`config.mk`:
```
export PLATFORM = sky130hd
export DESIGN_NAME = multicycle_control
export DESIGN_NICKNAME = d
export VERILOG_FILES = /design/src/rtl/mc_pkg.sv /design/src/rtl/multicycle_control_alu_decode.sv /design/src/rtl/multicycle_control.sv
export SDC_FILE = /design/constraint.sdc
export NUM_CORES = 1
export LEC_CHECK = 0
export BUFFER_PORTS_ARGS = -buffer_cell sky130_fd_sc_hd__buf_2
export CORE_MARGIN = 1.5
export CORE_UTILIZATION = 40
export DETAILED_ROUTE_END_ITERATION = 6
export PLACE_DENSITY = 0.65
export SETUP_SLACK_MARGIN = 0.1
export SLEW_MARGIN = 40
export SYNTH_ARGS = -nofsm -noshare
export SYNTH_HDL_FRONTEND = slang
export SYNTH_SLANG_ARGS = --single-unit
```
`constraint.sdc`:
```
create_clock -name clk -period 2.8 [get_ports clk]
set_clock_uncertainty 0.1 [all_clocks]
set_input_delay 0.56 -clock clk [delete_from_list [all_inputs] [get_ports clk]]
set_output_delay 0.56 -clock clk [all_outputs]
set_load 0.02 [all_outputs]
```
`src/rtl/mc_pkg.sv`:
```
// ---------------------------------------------------------------------------
// mc_pkg
// Shared constants for the multicycle MIPS sequencing controller:
//   - FSM state encodings (also visible on the debug 'state' port)
//   - opcode and R-type func field values
//   - ALU operation codes driven on 'aluop'
//   - alusrc_b and pc_source mux select encodings
//   - helper functions for opcode dispatch and retirement detection
// ---------------------------------------------------------------------------
package mc_pkg;

    // FSM states
    localparam logic [3:0] ST_FETCH     = 4'd0;
    localparam logic [3:0] ST_DECODE    = 4'd1;
    localparam logic [3:0] ST_MEM_ADDR  = 4'd2;
    localparam logic [3:0] ST_MEM_READ  = 4'd3;
    localparam logic [3:0] ST_MEM_WB    = 4'd4;
    localparam logic [3:0] ST_MEM_WRITE = 4'd5;
    localparam logic [3:0] ST_R_EXEC    = 4'd6;
    localparam logic [3:0] ST_R_WB      = 4'd7;
    localparam logic [3:0] ST_BRANCH    = 4'd8;
    localparam logic [3:0] ST_JUMP      = 4'd9;
    localparam logic [3:0] ST_I_EXEC    = 4'd10;
    localparam logic [3:0] ST_I_WB      = 4'd11;
    localparam logic [3:0] ST_TRAP      = 4'd12;

    // Opcodes (instruction[31:26])
    localparam logic [5:0] OP_RTYPE = 6'h00;
    localparam logic [5:0] OP_J     = 6'h02;
    localparam logic [5:0] OP_BEQ   = 6'h04;
    localparam logic [5:0] OP_ADDI  = 6'h08;
    localparam logic [5:0] OP_ANDI  = 6'h0C;
    localparam logic [5:0] OP_ORI   = 6'h0D;
    localparam logic [5:0] OP_LW    = 6'h23;
    localparam logic [5:0] OP_SW    = 6'h2B;

    // R-type func codes (instruction[5:0])
    localparam logic [5:0] FN_ADD = 6'h20;
    localparam logic [5:0] FN_SUB = 6'h22;
    localparam logic [5:0] FN_AND = 6'h24;
    localparam logic [5:0] FN_OR  = 6'h25;
    localparam logic [5:0] FN_SLT = 6'h2A;

    // ALU operation codes
    localparam logic [3:0] ALU_AND = 4'b0000;
    localparam logic [3:0] ALU_OR  = 4'b0001;
    localparam logic [3:0] ALU_ADD = 4'b0010;
    localparam logic [3:0] ALU_SUB = 4'b0110;
    localparam logic [3:0] ALU_SLT = 4'b0111;

    // ALU B-operand select
    localparam logic [1:0] ASB_REG    = 2'b00;
    localparam logic [1:0] ASB_FOUR   = 2'b01;
    localparam logic [1:0] ASB_IMM    = 2'b10;
    localparam logic [1:0] ASB_IMM_SH = 2'b11;

    // PC source select
    localparam logic [1:0] PCS_ALU    = 2'b00;
    localparam logic [1:0] PCS_ALUOUT = 2'b01;
    localparam logic [1:0] PCS_JUMP   = 2'b10;

    // First execute-phase state for a freshly decoded opcode; unknown
    // encodings go straight to the absorbing TRAP state.
    function automatic logic [3:0] dispatch_state(input logic [5:0] op);
        logic [3:0] st;
        case (op)
            OP_RTYPE:               st = ST_R_EXEC;
            OP_LW, OP_SW:           st = ST_MEM_ADDR;
            OP_BEQ:                 st = ST_BRANCH;
            OP_J:                   st = ST_JUMP;
            OP_ADDI, OP_ANDI,
            OP_ORI:                 st = ST_I_EXEC;
            default:                st = ST_TRAP;
        endcase
        return st;
    endfunction

    // States whose exit unconditionally completes an instruction.
    // MEM_WRITE also retires, but only when memory accepts the write.
    function automatic logic is_final_state(input logic [3:0] st);
        logic fin;
        case (st)
            ST_MEM_WB, ST_R_WB, ST_I_WB,
            ST_BRANCH, ST_JUMP:     fin = 1'b1;
            default:                fin = 1'b0;
        endcase
        return fin;
    endfunction

endpackage

```
`src/rtl/multicycle_control_alu_decode.sv`:
```
// ---------------------------------------------------------------------------
// alu_decode
// Combinational ALU control decode for the multicycle controller.
// Ports:
//   state        in  4 : current FSM state
//   opcode       in  6 : opcode latched in DECODE
//   func         in  6 : func field latched in DECODE
//   aluop        out 4 : ALU operation for this state
//   extop        out 1 : 1 = sign-extend immediate, 0 = zero-extend
//   func_illegal out 1 : R_EXEC with an unsupported func field
// ---------------------------------------------------------------------------
module alu_decode
    import mc_pkg::*;
(
    input  logic [3:0] state,
    input  logic [5:0] opcode,
    input  logic [5:0] func,
    output logic [3:0] aluop,
    output logic       extop,
    output logic       func_illegal
);

    // ALU operation / extension select per state
    always_comb begin
        aluop        = ALU_AND;
        extop        = 1'b0;
        func_illegal = 1'b0;
        case (state)
            // PC + 4
            ST_FETCH: begin
                aluop = ALU_ADD;
            end
            // Speculative branch target PC + (imm << 2), sign-extended
            ST_DECODE: begin
                aluop = ALU_ADD;
                extop = 1'b1;
            end
            // Effective address base + sign-extended offset
            ST_MEM_ADDR: begin
                aluop = ALU_ADD;
                extop = 1'b1;
            end
            ST_R_EXEC: begin
                case (func)
                    FN_ADD:  aluop = ALU_ADD;
                    FN_SUB:  aluop = ALU_SUB;
                    FN_AND:  aluop = ALU_AND;
                    FN_OR:   aluop = ALU_OR;
                    FN_SLT:  aluop = ALU_SLT;
                    default: func_illegal = 1'b1;
                endcase
            end
            // Compare by subtraction; datapath gates pc_write_cond with zero
            ST_BRANCH: begin
                aluop = ALU_SUB;
            end
            // Logical immediates are zero-extended, addi is sign-extended
            ST_I_EXEC: begin
                case (opcode)
                    OP_ADDI: begin
                        aluop = ALU_ADD;
                        extop = 1'b1;
                    end
                    OP_ANDI: aluop = ALU_AND;
                    OP_ORI:  aluop = ALU_OR;
                    default: aluop = ALU_AND;
                endcase
            end
            default: begin
                aluop = ALU_AND;
            end
        endcase
    end

endmodule

```
`src/rtl/multicycle_control.sv`:
```
// ---------------------------------------------------------------------------
// multicycle_control
// Moore sequencing FSM for the multicycle MIPS datapath. Steps each
// instruction through fetch / decode / execute / memory / writeback,
// waits on the shared-memory ready handshake, counts retired instructions
// and halts permanently (until rst) on illegal encodings.
// Ports:
//   clk, rst (sync, active-high)
//   opcode[5:0], func[5:0] : instruction fields from the instruction register
//   zero                   : ALU zero flag (branch gating lives in the datapath)
//   mem_ready              : shared memory finished current read/write
//   pc_write, pc_write_cond, ir_write, i_or_d, mem_read, mem_write,
//   regwrite, regdst, mem2reg, extop, alusrc_a : datapath controls
//   alusrc_b[1:0], pc_source[1:0], aluop[3:0]  : mux / ALU selects
//   state[3:0]             : current state (debug)
//   halted                 : in TRAP
//   instr_count[CNT_W-1:0] : retired-instruction count, wraps
// ---------------------------------------------------------------------------
module multicycle_control
    import mc_pkg::*;
#(
    parameter int CNT_W = 32
) (
    input  logic             clk,
    input  logic             rst,
    input  logic [5:0]       opcode,
    input  logic [5:0]       func,
    input  logic             zero,
    input  logic             mem_ready,
    output logic             pc_write,
    output logic             pc_write_cond,
    output logic             ir_write,
    output logic             i_or_d,
    output logic             mem_read,
    output logic             mem_write,
    output logic             regwrite,
    output logic             regdst,
    output logic             mem2reg,
    output logic             extop,
    output logic             alusrc_a,
    output logic [1:0]       alusrc_b,
    output logic [1:0]       pc_source,
    output logic [3:0]       aluop,
    output logic [3:0]       state,
    output logic             halted,
    output logic [CNT_W-1:0] instr_count
);

    logic [3:0]       state_r;
    logic [3:0]       next_state_s;
    logic [5:0]       opcode_r;
    logic [5:0]       func_r;
    logic [CNT_W-1:0] instr_count_r;
    logic             retire_s;
    logic [3:0]       aluop_s;
    logic             extop_s;
    logic             func_illegal_s;
    logic             zero_unused_s;

    // Branch resolution is done in the datapath; the flag is reserved here.
    assign zero_unused_s = zero;

    assign state       = state_r;
    assign instr_count = instr_count_r;

    alu_decode u_alu_decode (
        .state        (state_r),
        .opcode       (opcode_r),
        .func         (func_r),
        .aluop        (aluop_s),
        .extop        (extop_s),
        .func_illegal (func_illegal_s)
    );

    // Next-state selection
    always_comb begin
        next_state_s = state_r;
        case (state_r)
            ST_FETCH: begin
                if (mem_ready) begin
                    next_state_s = ST_DECODE;
                end else begin
                    next_state_s = ST_FETCH;
                end
            end
            // IR is valid here, so dispatch uses the live opcode
            ST_DECODE: begin
                next_state_s = dispatch_state(opcode);
            end
            // Only lw and sw reach MEM_ADDR
            ST_MEM_ADDR: begin
                if (opcode_r == OP_SW) begin
                    next_state_s = ST_MEM_WRITE;
                end else begin
                    next_state_s = ST_MEM_READ;
                end
            end
            ST_MEM_READ: begin
                if (mem_ready) begin
                    next_state_s = ST_MEM_WB;
                end else begin
                    next_state_s = ST_MEM_READ;
                end
            end
            ST_MEM_WRITE: begin
                if (mem_ready) begin
                    next_state_s = ST_FETCH;
                end else begin
                    next_state_s = ST_MEM_WRITE;
                end
            end
            ST_R_EXEC: begin
                if (func_illegal_s) begin
                    next_state_s = ST_TRAP;
                end else begin
                    next_state_s = ST_R_WB;
                end
            end
            ST_I_EXEC: begin
                next_state_s = ST_I_WB;
            end
            ST_MEM_WB, ST_R_WB, ST_I_WB, ST_BRANCH, ST_JUMP: begin
                next_state_s = ST_FETCH;
            end
            ST_TRAP: begin
                next_state_s = ST_TRAP;
            end
            // Unused encodings are treated as corruption and halt the core
            default: begin
                next_state_s = ST_TRAP;
            end
        endcase
    end

    // Retirement strobe: high on the cycle whose exit completes an instruction
    always_comb begin
        if (state_r == ST_MEM_WRITE) begin
            retire_s = mem_ready;
        end else begin
            retire_s = is_final_state(state_r);
        end
    end

    // State register
    always_ff @(posedge clk) begin
        if (rst) begin
            state_r <= ST_FETCH;
        end else begin
            state_r <= next_state_s;
        end
    end

    // Opcode/func capture so later states are immune to IR changes
    always_ff @(posedge clk) begin
        if (rst) begin
            opcode_r <= 6'h00;
            func_r   <= 6'h00;
        end else if (state_r == ST_DECODE) begin
            opcode_r <= opcode;
            func_r   <= func;
        end else begin
            opcode_r <= opcode_r;
            func_r   <= func_r;
        end
    end

    // Retired-instruction counter; wraps naturally at all-ones
    always_ff @(posedge clk) begin
        if (rst) begin
            instr_count_r <= {CNT_W{1'b0}};
        end else if (retire_s) begin
            instr_count_r <= instr_count_r + {{(CNT_W-1){1'b0}}, 1'b1};
        end else begin
            instr_count_r <= instr_count_r;
        end
    end

    // Datapath control decode from the state register
    always_comb begin
        pc_write      = 1'b0;
        pc_write_cond = 1'b0;
        ir_write      = 1'b0;
        i_or_d        = 1'b0;
        mem_read      = 1'b0;
        mem_write     = 1'b0;
        regwrite      = 1'b0;
        regdst        = 1'b0;
        mem2reg       = 1'b0;
        alusrc_a      = 1'b0;
        alusrc_b      = ASB_REG;
        pc_source     = PCS_ALU;
        halted        = 1'b0;
        aluop         = aluop_s;
        extop         = extop_s;
        case (state_r)
            // IR load and PC+4 commit only once the fetch read completes
            ST_FETCH: begin
                mem_read = 1'b1;
                alusrc_b = ASB_FOUR;
                ir_write = mem_ready;
                pc_write = mem_ready;
            end
            ST_DECODE: begin
                alusrc_b = ASB_IMM_SH;
            end
            ST_MEM_ADDR: begin
                alusrc_a = 1'b1;
                alusrc_b = ASB_IMM;
            end
            ST_MEM_READ: begin
                mem_read = 1'b1;
                i_or_d   = 1'b1;
            end
            ST_MEM_WB: begin
                regwrite = 1'b1;
                mem2reg  = 1'b1;
            end
            ST_MEM_WRITE: begin
                mem_write = 1'b1;
                i_or_d    = 1'b1;
            end
            ST_R_EXEC: begin
                alusrc_a = 1'b1;
                alusrc_b = ASB_REG;
            end
            ST_R_WB: begin
                regwrite = 1'b1;
                regdst   = 1'b1;
            end
            ST_BRANCH: begin
                alusrc_a      = 1'b1;
                pc_write_cond = 1'b1;
                pc_source     = PCS_ALUOUT;
            end
            ST_JUMP: begin
                pc_write  = 1'b1;
                pc_source = PCS_JUMP;
            end
            ST_I_EXEC: begin
                alusrc_a = 1'b1;
                alusrc_b = ASB_IMM;
            end
            ST_I_WB: begin
                regwrite = 1'b1;
            end
            ST_TRAP: begin
                halted = 1'b1;
            end
            default: begin
                halted = 1'b0;
            end
        endcase
    end

endmodule

```
Yosys cells after proc, flatten, opt, wreduce, memory -nomap -nowiden. Cells that the tools add are included.

Input port bits: 16. Flip-flop bits (word level): 48. Output and inout port bits: 56. Word-level logic and storage cells: 74.

Muxes and demuxes: 29. Add/subtract/negate cells: 1. Reduce and logical (&&, ||, !) cells: 13. Eq/ne operators: 27.

Operators with widths (number): equality test 6 bit, second input constant (8); adder 32 x 1 -> 32 bit, second input constant (1); one-hot mux 4 bit (8 select lines) (1); equality test 6 x 4 -> 1 bit, second input constant (5); equality test 4 bit, second input constant (5); one-hot mux 4 bit (5 select lines) (1); equality test 4 x 3 -> 1 bit, second input constant (4); 2-to-1 mux 1 bit (16); one-hot mux 4 bit (4 select lines) (1); one-hot mux 3 bit (4 select lines) (1); OR reduction 2 bit (5); OR reduction 5 bit (2); 2-to-1 mux 3 bit (3); OR reduction 3 bit (3); equality test 4 x 2 -> 1 bit, second input constant (2); one-hot mux 2 bit (2 select lines) (2); equality test 6 x 2 -> 1 bit, second input constant (1); equality test 6 x 3 -> 1 bit, second input constant (1); logical NOT 6 bit (1); one-hot mux 2 bit (3 select lines) (1); equality test 4 x 1 -> 1 bit, second input constant (1); logical NOT 4 bit (1); 2-to-1 mux 4 bit (1); one-hot mux 1 bit (2 select lines) (2); OR reduction 4 bit (1).

Longest topological paths before layout. Gate-level depths: netlist of the first run.

Depth in word-level cells: 6. Gate-level depth with buffers: 7. Mapped depth without buffers: 6.

By module. A second synthesis of the first run with hierarchy kept.

Cell total of the unflattened synthesis: 348. Area total of the unflattened synthesis: 2705.1 sq um.

Modules (own cells, without submodules): multicycle_control (area an instance 2468.6 sq um, instances 1, cells an instance 317, seq. area each 960.9 sq um); alu_decode (area an instance 236.5 sq um, instances 1, cells an instance 31, seq. area each 0.0 sq um).

Worst setup path after synthesis of the first run. No wires, ideal clock.

Path kind: flip-flop to output port. Start point: reg state_r[3], in the netlist state[3]. End point: out aluop[2]. Buffers on the path: 1. Path slack: 0.142 ns. Arrival: 1.998 ns. Required time: 2.140 ns. Cell stages (with the launch flop): 6. Cell sequence: dfxtp_1 clkbuf_1 nand2b_1 nor3_1 o21ba_2 nor2_1.

Word-level cells in the longest chain between the ends: 3. Elaborated cells on any way between the ends: 8. Those cells by class: 5 x eq/ne; 1 x mux; 2 x reduce/logical.

RTL lines: start, declared (line multicycle_control.sv:49) `logic [3:0] state_r;`; start signal, assigned (line multicycle_control.sv:149) `state_r <= next_state_s;`; equality test 4 x 1 -> 1 bit (tied with other cells) (line multicycle_control_alu_decode.sv:28) `case (state)`; OR reduction 3 bit (no line); one-hot mux 4 bit (4 select lines) (*) (line multicycle_control_alu_decode.sv:28); end, declared (line multicycle_control.sv:43) `output logic [3:0] aluop,`.

Every way passes the cells marked *; elsewhere a longest branch is shown, timed or not.

Worst setup path in the final report of the first run.
Start point: reg state_r[1], in the netlist state[1]. End point: out extop.

Word-level cells in the longest chain between the ends: 3. Elaborated cells on any way between the ends: 5. Those cells by class: 3 x eq/ne; 1 x mux; 1 x reduce/logical.

RTL lines: equality test 4 x 1 -> 1 bit / equality test 4 x 2 -> 1 bit (equally long branches) (line multicycle_control_alu_decode.sv:28); OR reduction 2 bit (no line); one-hot mux 1 bit (2 select lines) (*) (line multicycle_control_alu_decode.sv:28); end, declared (line multicycle_control.sv:39) `output logic extop,`.

Marks and branches as above.

==> flow_summary.yaml, run 1 <==
floorplan:
  rows: 29
  coreArea_sq_um: 6390
  ios: 72
  die_h_microns: 84.3
  die-area_sq_um: 7110
  fp.dieW_microns: 84.3
  start_util_pct: 41.4
synthesis:
  ys_warn_count: 0
  synthFlopType: "dfxtp_1"
  synth_edf_count: 0
  synth-async-reset-ratio_pct: 0
  synthDominantCellAreaShare_pct: 36.3
  synthCells: 348
  syn-cell-area_sq_um: 2640
  synth_cell_types: 52
  synth_largest_area_cell: "dfxtp_1"
  syn-num-nets: 365
  yosysSeqAreaShare_pct: 36.3
  synth-seq-cells: 48
  avgSynthCellArea_sq_um: 7.60
  yosys-top-cells-area: "dfxtp_1, a21oi_1, nand2_1"
setup_path:
  required_ns: 2.14
  path_class: "reg -> out"
  cp-start-kind: "register"
  crit_arrival_ns: 1.83
  critPathCaptureType: "primary output"
  critPathMaxFanout: 9
finish:
  fin_nets: 433
  fillers: 687
  area_growth_pct: 20.1
  diodes: 0
  final_util_pct: 49.7
  drive_gt1_share_pct: 25.2
  fin_cells: 493
power_and_ir_drop:
  p_switching_mw: 0.376
  powerDensity_nw_per_um2: 424
  clock_power_share_pct: 31.8
  swShare_pct: 28.0
  p_int_mw: 0.969
  peakVddDrop_uv: 242
  p_leak_nw: 1.24
  p_comb_share_pct: 15.1
  p_seq_share_pct: 53.2
flow_run:
  maxCapViolCount: 0
clocking:
  clk_pin_slew_ns: 0.09
  cts_setup_buffers: 0
  clock_sinks: 48
  htree_levels: 2
  ctsHoldBuffers: 0
  cts-root-buf: "clkbuf_8"
  cts_tree: "yes"
  cts_resized: 0
  clk_latency_ns: 0.30
  cts.path.max_buffers: 2
  cts_buffers: 5
global_route:
  grt_max_degree: 36
  grt_usage_pct: 19.2
  overflow: 0
  antenna_found_initial: 0
  grt_pass1_wl_microns: 11300
  grt_pass1_vias: 2448
routing:
  drt-total-wl_microns: 6880
  detail-route-antenna-nets: 0
  avgViaCountPerCell: 5.50
  drtPass1Iterations: 4
  drt_iter0_drc: 108
  num_vias: 2713
  avgRoutedWirePerCell_microns: 13.9
  drcViolationCount: 0
sta:
  max-slew-margin-rel_pct: 58.5
  period_needed_ns: 2.49
  period_share_pct: 88.8
  final_max_slew_viol_count: 0
  finalWorstSetupSlack_ns: 0.312
  hold_viol: 0
  clock.fmax_ghz: 0.402
  worst_pin_slew_ns: 0.622
  tns_ns: 0
  rsz0062_at_grt: "false"
  finalSetupViolations: 0
placement:
  place.gp.congestion: 0.814
  port_buffers: 69
  placed_cells: 486
  hpwl_microns: 5080
  pre_cts_slack_ns: 0.422
hold_path:
  hold_path_class: "reg -> reg"
run_status:
  status: "finished, final reports clean"
-- cell type report --
cell class | count | area, sq um | share of cell area (%)
multi-input combinational | 275 | 1580 | 49.8
sequential | 48 | 961 | 30.3
timing repair buffer | 79 | 420 | 13.2
tap | 77 | 96.3 | 3.03
clock buffer | 6 | 82.6 | 2.60
inverter | 7 | 26.3 | 0.827
clock inverter | 1 | 8.76 | 0.276
-- per-stage QoR --
step	hold WS [ns]	power (mW)	area [sq um]
after floorplan	0.332	0.866	2640
after global placement	0.340	0.930	3080
after detailed placement	0.356	0.934	3080
after CTS	0.368	1.36	3180
after global routing	0.383	1.42	3180
final	0.364	1.34	3180
-- layer usage --
| metal | vias to the layer above | track usage (%) | wire [microns] |
|---|---|---|---|
| li1 | 1376 | - | - |
| met3 | 6 | 3.64 | 300 |
| met1 | 1264 | 24.3 | 3160 |
| met2 | 67 | 33.1 | 3360 |
| met5 | - | 0 | 0 |
| met4 | 0 | 5.51 | 61 |
-- flip-flops by register name (all words and copies together), names as in the netlist --
name and flops:
func_r 6, state 4, opcode_r 6, instr_count 32
-- path summary, 6_finish.rpt --
kind / start / to / slack [ns] / cells past startpoint
worst max-delay path: state[1] / extop / 0.31 / 6
worst min-delay path: opcode_r[3] / opcode_r[3] / 0.36 / 2
worst max register to register: state[1] / instr_count[30] / 0.43 / 5
worst min register to register: opcode_r[3] / opcode_r[3] / 0.36 / 2
-- cell families (layout without fill, tap and decap cells) --
kind of cell / Yosys count / in the layout / share of synthesized area [%]
other cells: 1 / 1 / 0.142
compound gates: 75 / 75 / 16.8
simple gates: 180 / 180 / 36.3
xor+xnor: 17 / 17 / 5.63
flops: 48 / 48 / 36.3
buf+inv: 25 / 93 / 3.88
mux: 1 / 1 / 0.379
fa+ha+maj: 1 / 1 / 0.473
-- cell usage in the layout (no fill, tap or decap), types with 3 or more instances in the layout --
cell and count:
a21oi_1 34, buf_4 10, inv_1 7, buf_2 69, nor4_1 9, a31oi_1 4, nor2b_1 6, o21ai_0 14
or3_1 9, and4_1 3, dfxtp_1 48, a31o_2 3, xnor2_1 13, or4_2 4, or2_2 3, nand2_1 44
and3_1 3, nand4_1 12, nor2_1 41, clkbuf_8 6, xor2_1 4, nand2b_1 8, nand3_1 11, o31ai_1 7
nor3_1 10
-- synthesized netlist by cell type (2+ instances only) --
master and count:
o21ai_0 14, buf_4 2, nand2b_1 8, and2_1 2, nor2_1 41, and3_1 3
a21boi_0 2, inv_1 7, nor3b_1 2, nor2b_1 6, nand4_1 12, dfxtp_1 48
clkbuf_1 15, or2_2 3, xor2_1 4, a31o_2 3, or3_1 9, a21oi_1 34
a31oi_1 4, nand3_1 11, nor3_1 10, and4_1 3, xnor2_1 13, nand2_1 44
or4_2 4, and4_4 2, nor4_1 9, or4_4 2, a22oi_1 2, o31ai_1 7
-- power by group through the flow --
| stage | clock network, mW | registers [mW] | logic (mW) |
|---|---|---|---|
| floorplan | 0 | 0.735 | 0.132 |
| CTS | 0.443 | 0.715 | 0.204 |
| finish | 0.427 | 0.715 | 0.203 |
| global placement | 0 | 0.730 | 0.200 |
| global route | 0.476 | 0.718 | 0.224 |
| detailed placement | 0 | 0.731 | 0.203 |
-- worst max-delay path, cell delays in order (launching register included) --
cell      delay (ns)
dfxtp_1         0.48
nor2b_1         0.33
nand4b_1        0.18
nor3_1          0.18
a21oi_1         0.09
nor2_1          0.10
buf_2           0.17
No activity file was read; power rests on OpenSTA's default activity.
==> run 2: changes to the inputs <==
- CORE_UTILIZATION: 40 -> 45
- PLACE_DENSITY: 0.65 -> 0.71
==> flow_summary.yaml, run 2 (same netlist as run 1, synthesis figures left out) <==
power_and_ir_drop:
  powerDensity_nw_per_um2: 441
  p_comb_share_pct: 14.0
  peakVddDrop_uv: 274
  p_switching_mw: 0.368
  swShare_pct: 26.2
  p_seq_share_pct: 51.2
  p_int_mw: 1.04
  clock_power_share_pct: 34.8
  total_power_mw: 1.40
  p_leak_nw: 1.24
clocking:
  clock_sinks: 48
  cts.path.max_buffers: 2
  cts-root-buf: "clkbuf_8"
  cts_buffers: 5
  cts_tree: "yes"
  clk_latency_ns: 0.30
  clk_pin_slew_ns: 0.09
  htree_levels: 2
setup_path:
  required_ns: 2.14
  r2r-end: "instr_count[30]"
  rr_startpoint: "state[0]"
  path_class: "reg -> out"
  worst_path_largest_cell_delay_ns: 0.39
  critPathMaxFanout: 9
  cp.buffers_inverters: 2
  crit_arrival_ns: 1.88
  cp_cell_sequence: "buf_4, nand2b_1, nand4b_1, nor3_1, a21oi_1, nor2_1, buf_2"
  path_delay_family: "simple AND/OR/NAND/NOR gates"
  path_depth: 7
  reg2reg_depth: 5
  cpMaxStageDelayCell: "dfxtp_1"
  cp-start-kind: "register"
  critPathCaptureType: "primary output"
  startpoint: "state[2]"
  reg2reg_slack_ns: 0.36
finish:
  area_growth_pct: 20.3
  layout_commonest_cell: "buf_2"
  fin_area_sq_um: 3180
  final_util_pct: 57.0
  fin_nets: 432
  most-common-layout-cells: "buf_2, dfxtp_1, nand2_1"
  diodes: 0
  largest_reg_flops: 32
  drive_gt1_share_pct: 25.2
sta:
  period_share_pct: 90.7
  hold_viol: 0
  rsz0062_at_grt: "false"
  clock.fmax_ghz: 0.394
  max-slew-margin-rel_pct: 61.4
  tns_ns: 0
  worst_pin_slew_ns: 0.575
  final_max_slew_viol_count: 0
  period_needed_ns: 2.54
  finalSetupViolations: 0
global_route:
  grt_max_degree: 29
  grt_pass1_wl_microns: 10900
  antenna_found_initial: 0
  grt_pass1_vias: 2409
  grt_usage_pct: 21.3
  overflow: 0
placement:
  place_area_sq_um: 3070
  place.gp.congestion: 0.838
  port_buffers: 69
  hpwl_microns: 4710
floorplan:
  coreArea_sq_um: 5570
  fp.dieW_microns: 79.7
  start_util_pct: 47.4
  die-area_sq_um: 6340
  ios: 72
  die_h_microns: 79.7
  rows: 27
routing:
  drtPass1Iterations: 4
  num_vias: 2723
  drcViolationCount: 0
  drt-total-wl_microns: 6470
  drt_iter0_drc: 137
  detail-route-antenna-nets: 0
  avgViaCountPerCell: 5.58
  avgRoutedWirePerCell_microns: 13.3
hold_path:
  hold_path_class: "reg -> reg"
  hold_end: "func_r[4]"
  hp-start: "func_r[4]"
  hold_depth: 2
flow_run:
  maxCapViolCount: 0
run_status:
  status: "finished, final reports clean"
[run 2: timing repair]
item                                   CTS  global route
setup endpoints to repair                0             1
hold buffers                             0             0
endpoints found under the hold margin    0             0
buffers inserted                         0             0
gates resized for setup                  0             1
[run 2: worst max path at each step]
stage | to | slack [ns]
final | extop | 0.26
after global routing | extop | 0.13
after CTS | extop | 0.26
after detailed placement | instr_count[26] | 0.42
after global placement | instr_count[26] | 0.43
after floorplan | aluop[2] | 0.14
[run 2: through the flow]
stage	hold slack, ns	setup WS, ns	instances
after global routing	0.377	0.128	488
after global placement	0.341	0.430	480
after detailed placement	0.346	0.417	480
final	0.361	0.260	488
after floorplan	0.332	0.142	348
after CTS	0.359	0.263	488
[run 2: layer usage]
metal  global-route usage [%]  vias to the layer above  share of wire, %  wire, microns
li1                         -                     1382                 -              -
met1                     27.3                     1264                47           3040
met2                     35.0                       71                46           2970
met3                     5.14                        6               6.1            393
met4                     6.84                        0               1.1             68
met5                        0                        -                 0              0
[run 2: final cells by class]
type,count,area [sq um]
Clock buffer,6,72.6
Clock inverter,2,35.0
Fill cell,549,2390
Inverter,7,26.3
Multi-Input combinational cell,275,1580
Sequential cell,48,962
Tap cell,72,90.1
Timing Repair Buffer,78,413
[run 2: tightest hold or removal path, delay by kind of cell, from the launching register on]
kind,cells,cell delay [ns]
DFF,1,0.32
AOI/OAI and AO/OA,1,0.05
and+or+nand+nor,1,0.05
[run 2: power by group through the flow]
stage	Clock, mW	Sequential [mW]	Combinational, mW
6_report	0.489	0.718	0.196
2_1_floorplan	0	0.735	0.132
4_1_cts	0.503	0.717	0.197
3_5_place_dp	0	0.734	0.196
3_3_place_gp	0	0.733	0.193
5_1_grt	0.531	0.722	0.217
==> run 3: changes to the inputs <==
- clock period: 2.8 -> 2.4 ns (I/O delays scaled with it)
==> flow_summary.yaml, run 3 (same netlist as run 1, synthesis figures left out) <==
run_status:
  status: "finished, final reports clean"
global_route:
  grt_pass1_wl_microns: 11200
  grt_max_degree: 22
  grt_usage_pct: 21.7
  grt_pass1_vias: 2509
  antenna_found_initial: 0
  overflow: 0
setup_path:
  path_delay_family: "buffers and inverters"
  startpoint: "state[2]"
  path_class: "reg -> out"
  cp-start-kind: "register"
  cpMaxStageDelayCell: "dfxtp_2"
  critPathCaptureType: "primary output"
  crit_arrival_ns: 1.63
  worst_path_largest_cell_delay_ns: 0.33
  cpMostUsedCell: "buf_4"
  cp_cell_sequence: "buf_4, or2_1, buf_4, nor3_1, buf_2"
  reg2reg_slack_ns: 0.25
  path_depth: 5
  r2r-end: "instr_count[28]"
  required_ns: 1.82
  crit_end: "mem_read"
  critPathMaxFanout: 6
  reg2reg_depth: 7
  cp.buffers_inverters: 3
  rr_startpoint: "state[2]"
routing:
  avgViaCountPerCell: 5.50
  drt-total-wl_microns: 6830
  avgRoutedWirePerCell_microns: 13.5
  drt_iter0_drc: 141
  detail-route-antenna-nets: 0
  drcViolationCount: 0
  num_vias: 2791
  drtPass1Iterations: 4
finish:
  diodes: 0
  area_growth_pct: 28.7
  largest_reg_flops: 32
  layout_commonest_cell: "buf_2"
  most-common-layout-cells: "buf_2, nand2_1, dfxtp_1"
  drive_gt1_share_pct: 31.7
  final_util_pct: 61.1
  fin_nets: 451
sta:
  period_needed_ns: 2.21
  rsz0062_at_grt: "true"
  clock.fmax_ghz: 0.452
  hold_viol: 0
  finalWorstSetupSlack_ns: 0.185
  tns_ns: 0
  finalSetupViolations: 0
  final_max_slew_viol_count: 0
  finalHoldWorstSlack_ns: 0.311
  period_share_pct: 92.3
flow_run:
  maxCapViolCount: 0
clocking:
  ctsHoldBuffers: 0
  clock_sinks: 48
  htree_levels: 2
  clk_latency_ns: 0.30
  cts_tree: "yes"
  cts.path.max_buffers: 2
  cts-root-buf: "clkbuf_8"
  cts_buffers: 5
  clk_pin_slew_ns: 0.09
floorplan:
  ios: 72
  fp.dieW_microns: 79.7
  start_util_pct: 47.4
  die-area_sq_um: 6340
  rows: 27
  die_h_microns: 79.7
  coreArea_sq_um: 5570
placement:
  place.gp.congestion: 0.812
  hpwl_microns: 5020
  pre_cts_slack_ns: 0.137
  port_buffers: 69
power_and_ir_drop:
  peakVddDrop_uv: 359
  total_power_mw: 1.67
  p_leak_nw: 1.36
  powerDensity_nw_per_um2: 490
hold_path:
  hold_path_class: "in -> reg"
run 3: where the power goes:
group / switching (mW) / leakage, nW / internal [mW] / total, mW
clock: 0.260 / 0.0552 / 0.309 / 0.569
combinational: 0.163 / 0.915 / 0.104 / 0.267
sequential: 0.0172 / 0.390 / 0.816 / 0.833
total: 0.440 / 1.36 / 1.23 / 1.67
run 3: tightest hold or removal path, stage by stage:
cell and delay, ns:
buf_2 0.09, nand2_1 0.04, a21oi_1 0.05
run 3: routing by layer:
| layer | up-vias | routed length (microns) | GRT usage [%] |
|---|---|---|---|
| li1 | 1418 | - | - |
| met1 | 1287 | 3190 | 29.1 |
| met2 | 79 | 3180 | 36.1 |
| met3 | 7 | 416 | 3.66 |
| met4 | 0 | 45 | 5.44 |
| met5 | - | 0 | 0 |
run 3: area by class of cell:
type	instances	area [sq um]
fillers	515	2170
repair buffers	97	576
clock inverters	2	35.0
well taps	72	90.1
multi-input cells	275	1640
clock buffers	6	72.6
flip-flops and latches	48	967
inverters	7	26.3
run 3: per-stage QoR:
step | std cells | instance area, sq um
2_1_floorplan | 348 | 2650
3_3_place_gp | 492 | 3170
3_5_place_dp | 492 | 3170
4_1_cts | 501 | 3300
5_1_grt | 507 | 3400
6_report | 507 | 3400
run 3: how the worst min path moves through the flow:
stage | slack (ns) | cells after the start | endpoint | from
after floorplan | 0.33 | 2 | func_r[5] | func_r[5]
after global placement | 0.34 | 2 | opcode_r[3] | opcode_r[3]
after detailed placement | 0.35 | 2 | func_r[5] | func_r[5]
after CTS | 0.30 | 3 | func_r[3] | func[3]
after global routing | 0.29 | 3 | func_r[4] | func[4]
final | 0.31 | 3 | func_r[2] | func[2]
run 3: what timing repair did:
action / CTS / global route
setup endpoints to repair: 3 / 13
setup buffers: 1 / 6
pin swaps: 0 / 4
gates resized for setup: 5 / 17
gates cloned: 0 / 0
